### config.mk
export PLATFORM = sky130hd
export DESIGN_NAME = dmem_port_arbiter
export DESIGN_NICKNAME = d
export VERILOG_FILES = /design/src/rtl/dmem_port_arbiter.sv
export SDC_FILE = /design/constraint.sdc
export NUM_CORES = 1
export LEC_CHECK = 0
export ABC_CLOCK_PERIOD_IN_PS = 1820
export CAP_MARGIN = 20
export CORE_AREA = 2 2 104 106
export CTS_CLUSTER_DIAMETER = 30
export DETAILED_ROUTE_END_ITERATION = 10
export DIE_AREA = 0 0 106 108
export PLACE_DENSITY = 0.6
export SYNTH_ARGS = -nofsm -noshare
export SYNTH_HDL_FRONTEND = slang
export SYNTH_SLANG_ARGS = --single-unit
### constraint.sdc
create_clock -name CLK -period 1.82 [get_ports CLK]
set_input_delay 0.364 -clock CLK [delete_from_list [all_inputs] [get_ports CLK]]
set_output_delay 0.364 -clock CLK [all_outputs]
set_load 0.05 [all_outputs]
### src/rtl/dmem_port_arbiter.sv
// dmem_port_arbiter
//
// Owns the single port of the data SRAM and shares it between the pipeline
// MEM stage and a loader requester (testbench preload / memory dump engine).
// The pipeline has priority by default. A starvation counter forces a bounded
// loader burst during which the pipeline is stalled. The SRAM has one cycle of
// read latency, so a per-requester valid flag records who issued the read and
// steers the returning data.
//
// Ports
//   CLK, RST                      clock (rising edge), synchronous active-high reset
//   P_REQ/P_WE/P_ADDR/P_WDATA     pipeline request (held while P_STALL=1)
//   P_STALL                       pipeline request denied this cycle
//   P_RVALID/P_RDATA              pipeline read return (one cycle after grant)
//   L_VALID/L_WE/L_LAST/L_ADDR/L_WDATA  loader beat
//   L_READY                       loader beat accepted this cycle
//   L_RVALID/L_RDATA              loader read return (one cycle after grant)
//   MEM_csb0/web0/addr0/din0      SRAM port drive (active-low selects)
//   MEM_dout0                     SRAM read data
//   LOAD_OWN                      1 while the loader owns the port
module dmem_port_arbiter #(
  parameter int ADDR_W    = 20,
  parameter int DATA_W    = 32,
  parameter int MAX_WAIT  = 8,
  parameter int BURST_MAX = 16
) (
  input  logic              CLK,
  input  logic              RST,
  // Pipeline MEM stage
  input  logic              P_REQ,
  input  logic              P_WE,
  input  logic [ADDR_W-1:0] P_ADDR,
  input  logic [DATA_W-1:0] P_WDATA,
  output logic              P_STALL,
  output logic              P_RVALID,
  output logic [DATA_W-1:0] P_RDATA,
  // Loader
  input  logic              L_VALID,
  input  logic              L_WE,
  input  logic              L_LAST,
  input  logic [ADDR_W-1:0] L_ADDR,
  input  logic [DATA_W-1:0] L_WDATA,
  output logic              L_READY,
  output logic              L_RVALID,
  output logic [DATA_W-1:0] L_RDATA,
  // SRAM port
  output logic              MEM_csb0,
  output logic              MEM_web0,
  output logic [ADDR_W-1:0] MEM_addr0,
  output logic [DATA_W-1:0] MEM_din0,
  input  logic [DATA_W-1:0] MEM_dout0,
  // Status
  output logic              LOAD_OWN
);

  localparam int WAIT_W = $clog2(MAX_WAIT + 1);
  localparam int BEAT_W = $clog2(BURST_MAX + 1);

  // Terminal counts: reaching these on a qualifying cycle ends the phase.
  localparam logic [WAIT_W-1:0] WAIT_LAST = WAIT_W'(MAX_WAIT - 1);
  localparam logic [BEAT_W-1:0] BEAT_LAST = BEAT_W'(BURST_MAX - 1);

  typedef enum logic {
    ST_PIPE_OWN = 1'b0,
    ST_LOAD_OWN = 1'b1
  } state_t;

  state_t              state_q, state_d;
  logic [WAIT_W-1:0]   wait_cnt_q, wait_cnt_d;
  logic [BEAT_W-1:0]   beat_cnt_q, beat_cnt_d;
  logic                p_rvalid_q, p_rvalid_d;
  logic                l_rvalid_q, l_rvalid_d;

  logic                p_gnt;
  logic                l_gnt;

  // ---------------------------------------------------------------------------
  // Grant selection. Reset suppresses every grant so the SRAM sees no access
  // while the arbiter is being initialised.
  // ---------------------------------------------------------------------------
  always_comb begin
    p_gnt = 1'b0;
    l_gnt = 1'b0;
    if (!RST) begin
      unique case (state_q)
        ST_PIPE_OWN: begin
          p_gnt = P_REQ;
          l_gnt = !P_REQ && L_VALID;
        end
        ST_LOAD_OWN: begin
          // The pipeline may use an idle burst cycle; the burst ends anyway.
          l_gnt = L_VALID;
          p_gnt = !L_VALID && P_REQ;
        end
        default: begin
          p_gnt = 1'b0;
          l_gnt = 1'b0;
        end
      endcase
    end
  end

  // ---------------------------------------------------------------------------
  // Next-state and counter logic.
  // ---------------------------------------------------------------------------
  always_comb begin
    state_d    = state_q;
    wait_cnt_d = wait_cnt_q;
    beat_cnt_d = beat_cnt_q;
    unique case (state_q)
      ST_PIPE_OWN: begin
        if (l_gnt) begin
          wait_cnt_d = '0;
        end else if (L_VALID) begin
          // Loader asked and lost to the pipeline.
          if (wait_cnt_q == WAIT_LAST) begin
            state_d    = ST_LOAD_OWN;
            wait_cnt_d = '0;
            beat_cnt_d = '0;
          end else begin
            wait_cnt_d = wait_cnt_q + WAIT_W'(1);
          end
        end
      end
      ST_LOAD_OWN: begin
        wait_cnt_d = '0;
        if (l_gnt) begin
          if (L_LAST || (beat_cnt_q == BEAT_LAST)) begin
            state_d    = ST_PIPE_OWN;
            beat_cnt_d = '0;
          end else begin
            beat_cnt_d = beat_cnt_q + BEAT_W'(1);
          end
        end else begin
          // Loader went quiet: abandon the burst rather than block the pipeline.
          state_d    = ST_PIPE_OWN;
          beat_cnt_d = '0;
        end
      end
      default: begin
        state_d    = ST_PIPE_OWN;
        wait_cnt_d = '0;
        beat_cnt_d = '0;
      end
    endcase
  end

  // Reads remember their issuer for the single cycle of SRAM latency.
  always_comb begin
    p_rvalid_d = p_gnt && !P_WE;
    l_rvalid_d = l_gnt && !L_WE;
  end

  // ---------------------------------------------------------------------------
  // SRAM drive: only the granted requester reaches the port.
  // ---------------------------------------------------------------------------
  always_comb begin
    MEM_csb0  = 1'b1;
    MEM_web0  = 1'b1;
    MEM_addr0 = '0;
    MEM_din0  = '0;
    if (p_gnt) begin
      MEM_csb0  = 1'b0;
      MEM_web0  = ~P_WE;
      MEM_addr0 = P_ADDR;
      MEM_din0  = P_WDATA;
    end else if (l_gnt) begin
      MEM_csb0  = 1'b0;
      MEM_web0  = ~L_WE;
      MEM_addr0 = L_ADDR;
      MEM_din0  = L_WDATA;
    end
  end

  // ---------------------------------------------------------------------------
  // Requester-facing outputs. The registered flags are masked by RST so a
  // read issued just before reset never reports data while reset is held.
  // ---------------------------------------------------------------------------
  always_comb begin
    P_STALL  = P_REQ && !p_gnt && !RST;
    L_READY  = l_gnt;
    P_RVALID = p_rvalid_q && !RST;
    L_RVALID = l_rvalid_q && !RST;
    P_RDATA  = MEM_dout0;
    L_RDATA  = MEM_dout0;
    LOAD_OWN = (state_q == ST_LOAD_OWN) && !RST;
  end

  // ---------------------------------------------------------------------------
  // State register
  // ---------------------------------------------------------------------------
  always_ff @(posedge CLK) begin
    if (RST) begin
      state_q    <= ST_PIPE_OWN;
      wait_cnt_q <= '0;
      beat_cnt_q <= '0;
      p_rvalid_q <= 1'b0;
      l_rvalid_q <= 1'b0;
    end else begin
      state_q    <= state_d;
      wait_cnt_q <= wait_cnt_d;
      beat_cnt_q <= beat_cnt_d;
      p_rvalid_q <= p_rvalid_d;
      l_rvalid_q <= l_rvalid_d;
    end
  end

endmodule

# Word level (Yosys, flattened, before mapping)
# Cells that the tools add are included.
dict set report classes {
  n_addsub 2
  n_eq_ne 6
  mux 28
  bitwise_logic 3
  reduce_logical 17
}
# cell n
set op_table {}
lappend op_table {{$mux W32} 2}
lappend op_table {{$mux W20} 2}
lappend op_table {{$mux W5} 5}
lappend op_table {{$mux W4} 3}
lappend op_table {{$mux W1} 11}
lappend op_table {{$pmux W5 S2} 1}
lappend op_table {{$logic_and A1 B1 Y1} 9}
lappend op_table {{$pmux W4 S2} 1}
lappend op_table {{$logic_not A1 Y1} 6}
lappend op_table {{$ne A2 B2 Y1 const B} 3}
lappend op_table {{$pmux W1 S2} 3}
lappend op_table {{$add A5 B1 Y5 const B} 1}
lappend op_table {{$eq A5 B4 Y1 const B} 1}
lappend op_table {{$add A4 B1 Y4 const B} 1}
lappend op_table {{$eq A4 B3 Y1 const B} 1}
lappend op_table {{$ne A3 B3 Y1 const B} 1}
lappend op_table {{$not A1 Y1} 3}
lappend op_table {{$reduce_and A3 Y1} 1}
lappend op_table {{$logic_or A1 B1 Y1} 1}
dict set report word_totals {
  register_bits 12
  wordCells 61
}

# Longest topological paths before layout
dict set report depth {
  word_depth 7
  mapped_depth 6
  mapped_depth_nobuf 6
}

# Least setup slack after synthesis
# OpenSTA, ideal clock, no wires.
dict set report synth_timing {
  path_kind {input-to-output}
  from {input L_VALID}
  to {output MEM_web0}
  arrival_ps 2230
  setup_slack_ps -774
  cell_stages 3
  n_path_buf 1
  path_cell_list {buf_4 -> o21ai_0 -> o21bai_1}
}
dict set report synth_via {
  elab_chain_cells 5
}
# element line
set synth_rtl {}
lappend synth_rtl {{from (decl)} 38} ;# input logic L_VALID,
lappend synth_rtl {{$logic_and A1 B1 Y1 or $logic_not A1 Y1 (tied branches)} {88, 93}}
lappend synth_rtl {{$pmux W1 S2 or $logic_and A1 B1 Y1 (tied branches)} {85, 93}}
lappend synth_rtl {{$mux W1 or $pmux W1 S2 (tied branches)} {84, 85}}
lappend synth_rtl {{$mux W1 (on tied branches)} {167, 84}}
lappend synth_rtl {{$mux W1 *} 162} ;# if (p_gnt) begin
lappend synth_rtl {{to (decl)} 48} ;# output logic MEM_web0,
# Every way passes the cells marked *; elsewhere a longest branch is shown, timed or not.

# Final worst setup path
dict set report layout_timing {
  from {register state_q}
  to {output MEM_addr0[11]}
}
dict set report layout_via {
  elab_chain_cells 5
}
# element line
set layout_rtl {}
lappend layout_rtl {{from (decl)} 68} ;# state_t state_q, state_d;
lappend layout_rtl {{from (signal assigned)} 200} ;# state_q <= state_d;
lappend layout_rtl {{$not A1 Y1} 85} ;# unique case (state_q)
lappend layout_rtl {{$pmux W1 S2} 85}
lappend layout_rtl {{$mux W1} 84} ;# if (!RST) begin
lappend layout_rtl {{$mux W20} 167} ;# end else if (l_gnt) begin
lappend layout_rtl {{$mux W20 *} 162}
lappend layout_rtl {{to (decl)} 49} ;# output logic [ADDR_W-1:0] MEM_addr0,
# Marked as above.

==> results.cfg <==
[worst_setup_path]
crit_top_cell = buf_12
crit_arrival_ns = 1.60
required_ns = 1.46
end_kind = primary output
r2r_cells = 6
path_cells = nor2b_4 -> nor3_4 -> buf_12 -> buf_12 -> buf_16 -> a22o_4 -> buf_12
crit_path_start_kind = flip-flop
critPathMaxFanout = 6
slowest_stage = dfxtp_2
slowest_delay_ns = 0.33
worst-setup-path-type = reg -> out

[layout]
nNetsFinal = 476
final_cell_mix = clkdlybuf4s50_1, buf_12, a22o_4
drive_gt1_share_pct = 51.1
area_growth_pct = 164
final_common_cell = clkdlybuf4s50_1

[routing]
routed_wl_mm = 9.24
drc = 0
dr.pass1.iters = 3
drt_iter0_drc = 70
via_count = 2040
drtAntennaViolNets = 0
via_per_inst = 4.36
wl_per_cell_microns = 19.7

[yosys]
synth_top_area_share_pct = 28.0
syn_nets = 345
yosys-top-cells-area = buf_4, a22o_1, dfxtp_1
yosysWarnings = 0
synthCells = 199
ys_types = 42
syn_area_per_cell_sq_um = 8.75
netlist_area_sq_um = 1740
synth_top_area_cell = buf_4
yosysSeqAreaShare_pct = 13.8
ys_seq_elements = 12

[sta]
max_freq_mhz = 509
post-route-min-period_ns = 1.96
finalClockSkew_ns = 0.000629
relSlewSlack_pct = 81.3
rsz0062_at_grt = yes
tightestPinTransition_ns = 0.279
slew_violations = 0
setup_slack_ns = -0.144
finalHoldViolations = 0
setup_violations = 52
timing.final.crit_share_pct = 108

[floorplanning]
start_util_pct = 17.0
num_io_pins = 266
core-area_sq_um = 10200
die_w_microns = 106
die_area_sq_um = 11400
rows = 37
die_h_microns = 108

[clock_tree]
cts_tree = done
cts_buffer_depth = 2
clk-insertion-delay-late_ns = 0.24
cts.sinks = 12
ctsHoldBuffers = 0
clk_pin_slew_ns = 0.05
cts-root-buf = clkbuf_8
htree_levels = 1
cts_made_buffers = 3

[power_and_ir_drop]
peakVddDrop_v = 0.000339
p_leak_nw = 1.94
p_per_area_nw_per_um2 = 389
power_mw = 1.79

[run]
maxCapViolCount = 0

[place]
io_buffers = 169
place.gp.congestion = 0.762
dp_hpwl_mm = 6.78
dp_slack_ns = -0.458

[global_routing]
antenna_found_initial = 4
grtUsageTotal_pct = 14.6
grt_pass1_wl_mm = 12.8
gr-total-overflow = 0
first_global_vias = 2145
grt_max_degree = 22

[min_path]
hold_depth = 1
hold_path.class = reg -> reg

[run_status]
violations = negative setup slack
status = finished with violations
registers in the layout, indices dropped and copies added, names as in the netlist:
signal      count
wait_cnt_q      4
state_q         1
p_rvalid_q      1
l_rvalid_q      1
beat_cnt_q      5
final cells by class:
| cell class | instances | area (sq um) |
|---|---|---|
| Fill cell | 910 | 5630 |
| Timing Repair Buffer | 204 | 2770 |
| Multi-Input combinational cell | 105 | 1340 |
| Sequential cell | 12 | 241 |
| Tap cell | 136 | 170 |
| Clock buffer | 4 | 55.1 |
| Inverter | 4 | 15.0 |
| Antenna cell | 3 | 7.51 |
critical path, delay by kind of cell (launching register included):
family / cells / cell delay [ns]
AOI/OAI and AO/OA: 1 / 0.25
buffers and inverters: 4 / 0.55
DFF: 1 / 0.33
and+or+nand+nor: 2 / 0.21
cell families (layout without fill, tap and decap cells):
group                    count (synthesis)  after routing  share of synthesized area [%]
XOR/XNOR                                 1              1                          0.503
other                                    0              3                              0
adder cells (fa/ha/maj)                  3              3                           2.16
buffers and inverters                   82            212                           36.6
flip-flops                              12             12                           13.8
multiplexers                             1              1                          0.647
AO/OA/AOI/OAI                           69             69                           32.9
AND/OR/NAND/NOR                         31             31                           13.4
stage by stage:
step / hold WS [ns] / cells / utilization [%] / area (sq um) / TNS (ns)
2_1_floorplan: 0.432 / 199 / - / 1880 / -0.333
3_3_place_gp: 0.445 / 447 / 38.1 / 3900 / -21.91
3_5_place_dp: 0.455 / 447 / 38.1 / 3900 / -23.23
4_1_cts: 0.467 / 464 / 44.4 / 4550 / -6.28
5_1_grt: 0.490 / 466 / 44.9 / 4600 / -8.86
6_report: 0.460 / 468 / 45.0 / 4600 / -6.72
power breakdown:
group / switching [mW] / internal, mW / leakage, nW
logic: 0.538 / 0.695 / 1.81
registers: 0.00195 / 0.266 / 0.0976
clock network: 0.0995 / 0.191 / 0.0288
synth_stat cells, drive strengths merged:
cell     count
o2111ai      1
nor3         1
nor2         1
o2bb2ai      1
a211oi       1
nand4        1
o21bai       1
o31ai        1
a22o        53
a221o        1
o21ai        2
nand4b       1
nand3        2
xor2         1
or2          2
dfxtp       12
mux2         1
nand3b       1
a21oi        4
and3         2
o21a         1
and4b        1
nor4         1
or3b         1
nor4b        1
o211ai       2
nand2        5
a31oi        1
inv          4
and4         1
and2         1
ha           3
or3          1
buf         78
nor2b        8
path summary, 6_finish.rpt:
path | start | endpoint | slack (ns)
worst max-delay path | state_q$_SDFF_PP0_ | MEM_addr0[11] | -0.14
worst min-delay path | beat_cnt_q[4]$_SDFFE_PP0P_ | beat_cnt_q[4]$_SDFFE_PP0P_ | 0.46
worst min register to register | beat_cnt_q[4]$_SDFFE_PP0P_ | beat_cnt_q[4]$_SDFFE_PP0P_ | 0.46
worst max register to register | beat_cnt_q[0]$_SDFFE_PP0P_ | beat_cnt_q[0]$_SDFFE_PP0P_ | 0.12
metal layers:
| metal | up-vias | GRT usage (%) | share of wire (%) |
|---|---|---|---|
| met5 | - | 0 | 0.14 |
| li1 | 942 | - | - |
| met2 | 134 | 25.5 | 50 |
| met4 | 2 | 2.63 | 1.6 |
| met3 | 13 | 6.63 | 11 |
| met1 | 949 | 16.5 | 37 |
repair_timing:
action                                  CTS  global route
gates cloned                              7             0
endpoints found under the setup margin   59            54
pin swaps                                49             8
endpoints found under the hold margin     0             0
buffers inserted                          6             2
resized for setup                        58            10
Note: power is estimated with default switching activity, not from simulation.
